## src/rtl/rv32_alu.sv

```systemverilog
// ----------------------------------------------------------------------------
// rv32_alu -- registered RV32I integer ALU for the execute stage.
//
// Evaluates one of the eight base R/I-type operations selected by funct3,
// with funct7 (instruction bit 30) choosing SUB over ADD and SRA over SRL.
// The result and its zero flag are registered and appear one clock after the
// operands are presented with in_valid high.
//
// Ports:
//   clk       in   1      system clock, rising edge
//   rst_n     in   1      synchronous active-low reset
//   in_valid  in   1      operands / op-select valid this cycle
//   in1       in   XLEN   operand A (rs1)
//   in2       in   XLEN   operand B (rs2 or immediate)
//   funct3    in   3      operation select
//   funct7    in   1      alternate-op select (SUB / SRA)
//   out       out  XLEN   registered result
//   zero      out  1      registered flag, 1 when out == 0
//   out_valid out  1      registered in_valid, qualifies out/zero
// ----------------------------------------------------------------------------
module rv32_alu #(
    parameter int XLEN = 32
) (
    input  logic            clk,
    input  logic            rst_n,
    input  logic            in_valid,
    input  logic [XLEN-1:0] in1,
    input  logic [XLEN-1:0] in2,
    input  logic [2:0]      funct3,
    input  logic            funct7,
    output logic [XLEN-1:0] out,
    output logic            zero,
    output logic            out_valid
);

    localparam logic [2:0] OP_ADD  = 3'b000;
    localparam logic [2:0] OP_SLL  = 3'b001;
    localparam logic [2:0] OP_SLT  = 3'b010;
    localparam logic [2:0] OP_SLTU = 3'b011;
    localparam logic [2:0] OP_XOR  = 3'b100;
    localparam logic [2:0] OP_SR   = 3'b101;
    localparam logic [2:0] OP_OR   = 3'b110;
    localparam logic [2:0] OP_AND  = 3'b111;

    logic [XLEN-1:0] r_out;
    logic            r_zero;
    logic            r_valid;

    logic [4:0]      w_shamt;
    logic [XLEN-1:0] w_sum;
    logic [XLEN-1:0] w_diff;
    logic [XLEN-1:0] w_sll;
    logic [XLEN-1:0] w_srl;
    logic [XLEN-1:0] w_sra;
    logic            w_lt_signed;
    logic            w_lt_unsigned;
    logic [XLEN-1:0] w_result;

    // Only the low five bits of operand B form the shift amount; the rest
    // of in2 is deliberately ignored for shifts.
    assign w_shamt       = in2[4:0];
    assign w_sum         = in1 + in2;
    assign w_diff        = in1 - in2;
    assign w_sll         = in1 << w_shamt;
    assign w_srl         = in1 >> w_shamt;
    assign w_sra         = $signed(in1) >>> w_shamt;
    assign w_lt_signed   = $signed(in1) < $signed(in2);
    assign w_lt_unsigned = in1 < in2;

    always_comb begin
        w_result = '0;
        unique case (funct3)
            OP_ADD:  w_result = funct7 ? w_diff : w_sum;
            OP_SLL:  w_result = w_sll;
            OP_SLT:  w_result = {{(XLEN-1){1'b0}}, w_lt_signed};
            OP_SLTU: w_result = {{(XLEN-1){1'b0}}, w_lt_unsigned};
            OP_XOR:  w_result = in1 ^ in2;
            OP_SR:   w_result = funct7 ? w_sra : w_srl;
            OP_OR:   w_result = in1 | in2;
            OP_AND:  w_result = in1 & in2;
            default: w_result = '0;
        endcase
    end

    // Reset wins over in_valid so an op presented during reset is dropped.
    // With no valid op the result and flag keep their last values.
    always_ff @(posedge clk) begin
        if (!rst_n) begin
            r_out   <= '0;
            r_zero  <= 1'b1;
            r_valid <= 1'b0;
        end else if (in_valid) begin
            r_out   <= w_result;
            r_zero  <= (w_result == '0);
            r_valid <= 1'b1;
        end else begin
            r_valid <= 1'b0;
        end
    end

    assign out       = r_out;
    assign zero      = r_zero;
    assign out_valid = r_valid;

endmodule

```

## config.mk

```make
export PLATFORM = sky130hd
export DESIGN_NAME = rv32_alu
export DESIGN_NICKNAME = d
export VERILOG_FILES = /design/src/rtl/rv32_alu.sv
export SDC_FILE = /design/constraint.sdc
export NUM_CORES = 1
export LEC_CHECK = 0
export BUFFER_PORTS_ARGS = -buffer_cell sky130_fd_sc_hd__buf_2
export CAP_MARGIN = 25
export CORE_ASPECT_RATIO = 0.8
export CORE_MARGIN = 10
export CORE_UTILIZATION = 56
export DETAILED_ROUTE_END_ITERATION = 8
export GPL_ROUTABILITY_DRIVEN = 1
export GPL_TIMING_DRIVEN = 1
export PLACE_DENSITY = 0.79
export SKIP_CTS_REPAIR_TIMING = 1
export SLEW_MARGIN = 5
export SYNTH_ARGS = -nofsm -noshare
export SYNTH_HDL_FRONTEND = slang
export SYNTH_SLANG_ARGS = --single-unit
```

## constraint.sdc

```tcl
create_clock -name clk -period 3.4 [get_ports clk]
set_input_delay 0 -clock clk [delete_from_list [all_inputs] [get_ports clk]]
set_output_delay 0 -clock clk [all_outputs]
set_load 0.03 [all_outputs]
```

After elaboration in Yosys (flattened, before gate mapping)
Index checks and enable logic that the tools add are counted.

Logic and storage cells: 26. Flip-flop bits (word level): 34.

Mux-type cells: 4. $add $sub $neg: 2. Equal/unequal tests: 7. Bitwise logic cells: 3. Shift operators: 3. $lt $le $gt $ge: 2. Reduce and logical (&&, ||, !) cells: 2.

Operator list (number): $pmux 32 s8 (1); $lt 32x32->1 (2); $mux 32 (2); $add 32x32->32 (1); $and 32x32->32 (1); $logic_not 32->1 (1); $or 32x32->32 (1); $shl 32x5->32 (1); $shr 32x5->32 (1); $sshr 32x5->32 (1); $sub 32x32->32 (1); $xor 32x32->32 (1); $eq 3x3->1 const B (4); $eq 3x2->1 const B (2); $eq 3x1->1 const B (1); $logic_not 3->1 (1); $mux 1 (1).

Depth between registers and ports, before layout
Gate-level depths: netlist of run 1.

Depth in word-level cells: 4. Gate-level depth with buffers: 17.

Worst setup path before layout of run 1
No wires, ideal clock.

Kind: input-to-reg. Start: input port in2[1]. End: register r_zero (netlist: zero). Slack: -237 ps. Arrival: 3552 ps. Path buffers: 2. Stages on the path: 16. Path through: inv_2 buf_1 clkbuf_1 ha_1 a211oi_1 o211ai_1 nand3_1 nand4b_1 a31oi_1 nor4_2 a2111oi_1 nor4_1 nor4_1 and4_1 nand4_1 o31ai_2.

Cells in the longest elaborated chain, start to end: 4. Elaborated cells between the ends (all ways): 14.

RTL lines: from (decl) (RTL line 28) `input logic [XLEN-1:0] in2,`; $add 32x32->32, or another cell as far along (RTL line 62) `assign w_sum = in1 + in2;`; $mux 32 (on tied branches) (RTL line 73, 78); $pmux 32 s8 * (RTL line 72) `unique case (funct3)`; $logic_not 32->1 * (RTL line 94) `r_zero <= (w_result == '0);`; to (signal assigned) (RTL line 94); to (decl) (RTL line 46) `logic r_zero;`.

Mark *: on every way between the ends. The rest lies on a longest branch, timed or not. A chain may end at the register's enable or synchronous reset.

Final worst setup path of run 1
Start: input port in2[2]. End: register r_zero (netlist: zero).

The elaborated chain is that of the path after synthesis.

==> results.py, run 1 <==
metrics = {
    "status": {
        "status": "finished, violations left",
        "violations": "DRC",
    },
    "yosys": {
        "ys_ff_latch": 34,
        "post-synth-top-area-fraction_pct": 11.8,
        "syn_nets": 1625,
        "yosysMostFrequentCell": "nor2_1",
        "synth-edff-count": 0,
        "ys_top_cells_by_count": "nor2_1, nand2_1, inv_1",
        "yosysSeqAreaShare_pct": 6.64,
        "synthCells": 1455,
        "syn_area_um2": 10200,
        "async_flop_share_pct": 0,
        "synth_area_leaders": "ha_1, mux2i_1, mux4_2",
        "synthDistinctLibCells": 85,
        "synth_top_cell_by_area": "ha_1",
        "ys.flop_type": "dfxtp_1",
        "yosysWarnings": 0,
        "syn_area_per_cell_um2": 7.04,
    },
    "clock_network": {
        "cts_tree": "yes",
        "clk_root_buffer_cell": "clkbuf_16",
        "clock_path_buffers": 2,
        "insertion_delay_ps": 270,
        "cts_buffers": 5,
        "htreeDepth": 2,
        "cts.sinks": 34,
        "clkTransAtPathRegs_ps": 50,
    },
    "sta": {
        "finalCritPeriodShare_pct": 98.8,
        "slew_headroom_pct": 43.3,
        "finClkSkew_ps": 0,
        "tightestPinTransition_ps": 849,
        "timing.final.max_slew_violations": 0,
        "hold_viol": 0,
        "setup_viol": 0,
        "fmax_mhz": 298,
        "period_minus_slack_ps": 3360,
    },
    "global_route": {
        "grt_pass1_wl_um": 73100,
        "antenna_found_initial": 1,
        "grt_usage_pct": 38.4,
        "grt_max_degree": 84,
        "first_global_vias": 12500,
        "gr-total-overflow": 0,
    },
    "worst_setup_path": {
        "setup.worst_path.start_class": "input pin",
        "path_class": "input pin to register",
        "cp_max_fo": 83,
        "timing.critical_path.slowest_stage_cell": "mux2i_1",
        "worst-path-buf-inv": 2,
        "crit_path_end_kind": "register",
        "worst_path_largest_cell_delay_ps": 410,
        "worst_path_dominant_cell_family": "compound AO/OA/AOI/OAI gates",
        "cp_cell_sequence": "buf_4 > buf_12 > mux2i_1 > mux2i_1 > mux2i_1 > o21ai_0 > a21bo_1 > a221oi_1 > nor2b_1 > and4_1 > nand4b_1 > and4bb_1 > nand4_1 > o31ai_2",
        "cpMostUsedCell": "mux2i_1",
        "cp.arrival_ps": 3550,
        "worstPathRequired_ps": 3590,
    },
    "floorplanning": {
        "die_y_um": 141,
        "core_um2": 18100,
        "io_pins": 105,
        "row_count": 44,
        "die_area_um2": 24100,
        "die_w_um": 171,
        "initial_core_util_pct": 56.7,
    },
    "pwr": {
        "p_total_uw": 3200,
        "power_density_nw_per_um2": 255,
        "leakage_uw": 0.00577,
        "irDropWorstVdd_mv": 0.295,
    },
    "final_layout": {
        "fin_cells": 1912,
        "drive_above_1_share_pct": 25.2,
        "nets": 1850,
        "syn2layout_area_growth_pct": 22.4,
    },
    "placed_design": {
        "dp_hpwl_um": 38800,
        "port_buffers": 104,
        "gp_congestion": 1.12,
        "placedCellCount": 1902,
    },
    "routing": {
        "drc": 11,
        "viasPerCell": 7.01,
        "drt-total-wl_um": 48400,
        "ant_nets": 0,
        "via_count": 13400,
        "routedWlPerCell_um": 25.3,
        "dr.pass1.iters": 9,
        "dr.first_iter.drc_count": 2031,
    },
    "worst_hold_path": {
        "holdCritPathClass": "input pin to register",
    },
    "run": {
        "max-cap-violations": 0,
    },
}
final timing paths:
check	cells after the start	from	endpoint	slack, ps
setup reg to reg	2	out[22]$_SDFFE_PN0P_	out[22]$_SDFFE_PN0P_	2610
hold / removal	2	rst_n	out[30]$_SDFFE_PN0P_	20
setup / recovery	14	in2[2]	zero$_SDFFE_PN1P_	40
hold reg to reg	2	out[23]$_SDFFE_PN0P_	out[23]$_SDFFE_PN0P_	480
through the flow:
stage	cell area, um^2	worst slack, ps	TNS, ps	hold slack, ps	util (%)
2_1_floorplan	10300	3.10	0	118	-
3_3_place_gp	12300	-133	-133	297	68.1
3_5_place_dp	12300	-163	-173	303	68.1
4_1_cts	12500	82.1	0	19.3	69.1
5_1_grt	12500	-24.5	-24.5	34.3	69.4
6_report	12500	42.5	0	19.4	69.4
cell type report:
class,count,area (um^2)
multi-input combinational,1185,8670
clock buffer,8,166
sequential,34,681
antenna,1,2.50
fill,1577,5520
timing repair buffer,332,2280
tap,230,288
inverter,122,458
power breakdown:
| group | switching (uW) | internal, uW | total (uW) |
|---|---|---|---|
| registers | 14.5 | 431 | 445 |
| clock network | 150 | 331 | 481 |
| logic | 1390 | 885 | 2270 |
layer usage:
| metal | routed length, um | vias to the layer above | track usage, % |
|---|---|---|---|
| li1 | - | 5833 | - |
| met1 | 18300 | 6166 | 48.6 |
| met2 | 19600 | 1167 | 55.6 |
| met3 | 8040 | 238 | 16.5 |
| met4 | 2530 | 0 | 16.2 |
| met5 | 0 | - | 0 |
state kept, by name, indices dropped and copies added (netlist names):
| signal | cells |
|---|---|
| out_valid | 1 |
| zero | 1 |
| out | 32 |
kinds of logic (layout without fill, tap and decap cells):
group                    count (synthesis)  in the layout  synth area share [%]
multiplexers                           131            131                  17.2
AND/OR/NAND/NOR                        433            433                  19.6
AO/OA/AOI/OAI                          492            492                  32.2
flip-flops                              34             34                  6.64
XOR/XNOR                                30             30                  2.56
other                                    0              1                     0
buffers and inverters                  236            462                  9.45
adder cells (fa/ha/maj)                 99             99                  12.2
cells in the final DEF (no fill, tap or decap), types with 11 or more instances in the layout:
cell and instances:
a211oi_1 47, a21oi_1 112, a22o_1 13, a22oi_1 33, a31oi_1 16, and3_1 12, buf_2 102, buf_4 226
dfxtp_1 34, ha_1 97, inv_1 118, mux2_2 14, mux2i_1 82, mux4_2 35, nand2_1 130, nand2b_1 18
nand3_1 28, nand4_1 11, nor2_1 140, nor2b_1 19, nor3_1 25, o211ai_1 29, o21ai_0 93, o22ai_1 26
o31ai_1 11, xnor2_1 27
Note: power is estimated with default switching activity, not from simulation.
==> run 2: changes to the inputs <==
--- a/config.mk
+++ b/config.mk
@@ -5,15 +5,18 @@
 export SDC_FILE = /design/constraint.sdc
 export NUM_CORES = 1
 export LEC_CHECK = 0
+export ABC_AREA = 1
 export BUFFER_PORTS_ARGS = -buffer_cell sky130_fd_sc_hd__buf_2
 export CAP_MARGIN = 25
 export CORE_ASPECT_RATIO = 0.8
 export CORE_MARGIN = 10
-export CORE_UTILIZATION = 56
+export CORE_UTILIZATION = 57
+export CTS_BUF_LIST = sky130_fd_sc_hd__clkbuf_8
 export DETAILED_ROUTE_END_ITERATION = 8
 export GPL_ROUTABILITY_DRIVEN = 1
 export GPL_TIMING_DRIVEN = 1
-export PLACE_DENSITY = 0.79
+export HOLD_SLACK_MARGIN = 0.02
+export PLACE_DENSITY = 0.8
 export SKIP_CTS_REPAIR_TIMING = 1
 export SLEW_MARGIN = 5
 export SYNTH_ARGS = -nofsm -noshare
==> run 2 against run 1 <==
Net effect:
- the flow still finishes with violations (DRC)
- non-clock buffer count shrank 201
- critical path type unchanged
- utilization shrank 8.3 points
- first-iteration DRC count grew 40%
- final area shrank 8.1%
==> results.py, run 2 <==
metrics = {
    "clock_network": {
        "cts_buffers": 5,
        "htreeDepth": 2,
        "clk_root_buffer_cell": "clkbuf_8",
        "cts.sinks": 34,
        "clock_path_buffers": 2,
        "clkTransAtPathRegs_ps": 80,
        "insertion_delay_ps": 310,
        "cts_tree": "yes",
    },
    "sta": {
        "hold_viol": 0,
        "finalCritPeriodShare_pct": 77.6,
        "finClkSkew_ps": 0,
        "tightestPinTransition_ps": 672,
        "setup_viol": 0,
        "period_minus_slack_ps": 2640,
        "setup_slack_ps": 760,
        "slew_headroom_pct": 54.8,
        "tns_ps": 0,
        "timing.final.max_slew_violations": 0,
        "fmax_mhz": 379,
        "rsz0062_at_grt": "false",
    },
    "worst_setup_path": {
        "crit_end": "zero$_SDFFE_PN1P_",
        "cp.depth": 22,
        "cpMostUsedCell": "nand2_1",
        "path_class": "input pin to register",
        "cp_max_fo": 8,
        "cp.arrival_ps": 2850,
        "r2r-start": "out[13]$_SDFFE_PN0P_",
        "timing.critical_path.slowest_stage_cell": "ha_1",
        "worstPathRequired_ps": 3610,
        "cp-startpoint": "in1[10]",
        "r2r-end": "out[13]$_SDFFE_PN0P_",
        "r2r_cells": 4,
        "cp_cell_sequence": "buf_2 > inv_1 > ha_1 > nand2_1 > inv_1 > nand2_1 > nor3_1 > nand2_1 > nand2_1 > nand4_1 > nand2_1 > nand2_1 > nand2_1 > nand2_1 > nand2_1 > nand2_1 > nand2_1 > nor2_1 > nand2_1 > nor2_1 > nand2_1 > nand2_1",
        "worst_path_largest_cell_delay_ps": 460,
        "crit_path_end_kind": "register",
        "worst-path-buf-inv": 3,
        "worst-r2r-setup-slack_ps": 2690,
        "worst_path_dominant_cell_family": "simple AND/OR/NAND/NOR gates",
        "setup.worst_path.start_class": "input pin",
    },
    "global_route": {
        "gr-total-overflow": 0,
        "grt_usage_pct": 37.2,
        "antenna_found_initial": 0,
        "first_global_vias": 12700,
        "grt_max_degree": 71,
        "grt_pass1_wl_um": 74200,
    },
    "placed_design": {
        "pre_cts_slack_ps": 712,
        "dp_hpwl_um": 40000,
        "port_buffers": 104,
        "gp_congestion": 1.13,
    },
    "routing": {
        "drt-total-wl_um": 49400,
        "drc": 5,
        "ant_nets": 0,
        "viasPerCell": 6.21,
        "routedWlPerCell_um": 20.5,
        "via_count": 15000,
        "dr.first_iter.drc_count": 2842,
        "dr.pass1.iters": 9,
    },
    "floorplanning": {
        "initial_core_util_pct": 57.8,
        "die_y_um": 144,
        "io_pins": 105,
        "core_um2": 18900,
        "die_w_um": 175,
        "die_area_um2": 25100,
        "row_count": 45,
    },
    "run": {
        "max-cap-violations": 0,
    },
    "yosys": {
        "ys_ff_latch": 34,
        "post-synth-top-area-fraction_pct": 23.2,
        "async_flop_share_pct": 0,
        "syn_nets": 2293,
        "yosysSeqAreaShare_pct": 6.24,
        "synthCells": 2123,
        "ys.flop_type": "dfxtp_1",
        "syn_area_per_cell_um2": 5.14,
        "syn_area_um2": 10900,
        "synth_top_cell_by_area": "nand2_1",
        "yosysWarnings": 0,
        "synth-edff-count": 0,
        "synth_area_leaders": "nand2_1, nand3_1, ha_1",
        "synthDistinctLibCells": 48,
        "ys_top_cells_by_count": "nand2_1, nand3_1, inv_1",
        "yosysMostFrequentCell": "nand2_1",
    },
    "final_layout": {
        "largest_reg_flops": 32,
        "final_cell_mix": "nand2_1, nand3_1, inv_1",
        "nets": 2324,
        "syn2layout_area_growth_pct": 5.72,
        "utilization_pct": 61.1,
        "diodes": 0,
        "layout_commonest_cell": "nand2_1",
        "fill_cells": 2025,
        "drive_above_1_share_pct": 8.07,
    },
    "status": {
        "violations": "DRC",
        "status": "finished, violations left",
    },
    "pwr": {
        "p_total_uw": 2850,
        "irDropWorstVdd_mv": 0.221,
        "power_density_nw_per_um2": 248,
        "leakage_uw": 0.00653,
    },
    "worst_hold_path": {
        "holdCritPathClass": "input pin to register",
    },
}
==> run 2: logic make-up after synthesis <==
kind of cell | count (synthesis) | share of synthesized area (%)
AO/OA/AOI/OAI | 286 | 15.5
flip-flops | 34 | 6.24
adder cells (fa/ha/maj) | 99 | 11.5
XOR/XNOR | 4 | 0.321
AND/OR/NAND/NOR | 1313 | 51.3
buffers and inverters | 387 | 15.0
==> run 2: worst min-delay path by stage <==
| stage | startpoint | to | depth (start not counted) |
|---|---|---|---|
| 5_1_grt | rst_n | out[5]$_SDFFE_PN0P_ | 3 |
| 6_report | rst_n | out_valid$_SDFF_PN0_ | 3 |
| 3_3_place_gp | rst_n | out_valid$_SDFF_PN0_ | 3 |
| 2_1_floorplan | rst_n | out[29]$_SDFFE_PN0P_ | 4 |
| 3_5_place_dp | rst_n | out_valid$_SDFF_PN0_ | 3 |
| 4_1_cts | rst_n | out_valid$_SDFF_PN0_ | 3 |
==> run 2: through the flow <==
stage / area [um^2] / hold slack (ps) / std cells
after global routing: 11500 / 129 / 2413
after CTS: 11500 / 81.8 / 2413
after detailed placement: 11400 / 410 / 2405
after global placement: 11400 / 414 / 2405
after floorplan: 10900 / 274 / 2123
final: 11500 / 91.4 / 2413
==> run 2: where the power goes <==
group | total [uW] | switching [uW] | internal (uW) | leakage [uW]
combinational | 1920 | 1380 | 540 | 0.00618
sequential | 446 | 16.5 | 430 | 0.000282
clock | 482 | 188 | 294 | 0.0000683
==> run 2: routing by layer <==
| metal | global-route usage (%) | vias up | share of wire, % |
|---|---|---|---|
| li1 | - | 6957 | - |
| met1 | 51.4 | 6688 | 41 |
| met2 | 55.3 | 1202 | 41 |
| met3 | 10.4 | 148 | 15 |
| met4 | 9.66 | 0 | 3.4 |
| met5 | 0 | - | 0 |
==> run 2: cell type report <==
cell class / instances / area, um^2 / share of cell area (%)
Clock inverter: 3 / 68.8 / 0.597
Inverter: 280 / 1060 / 9.16
Clock buffer: 5 / 68.8 / 0.597
Tap cell: 258 / 323 / 2.80
Sequential cell: 34 / 681 / 5.91
Multi-Input combinational cell: 1702 / 8590 / 74.6
Timing Repair Buffer: 131 / 736 / 6.38
==> run 2: worst register-to-register path: stages (launching register included) <==
cell	delay (ps)
dfxtp_1	330
nor2_1	90
nor2_1	50
o21ai_0	90
inv_1	50
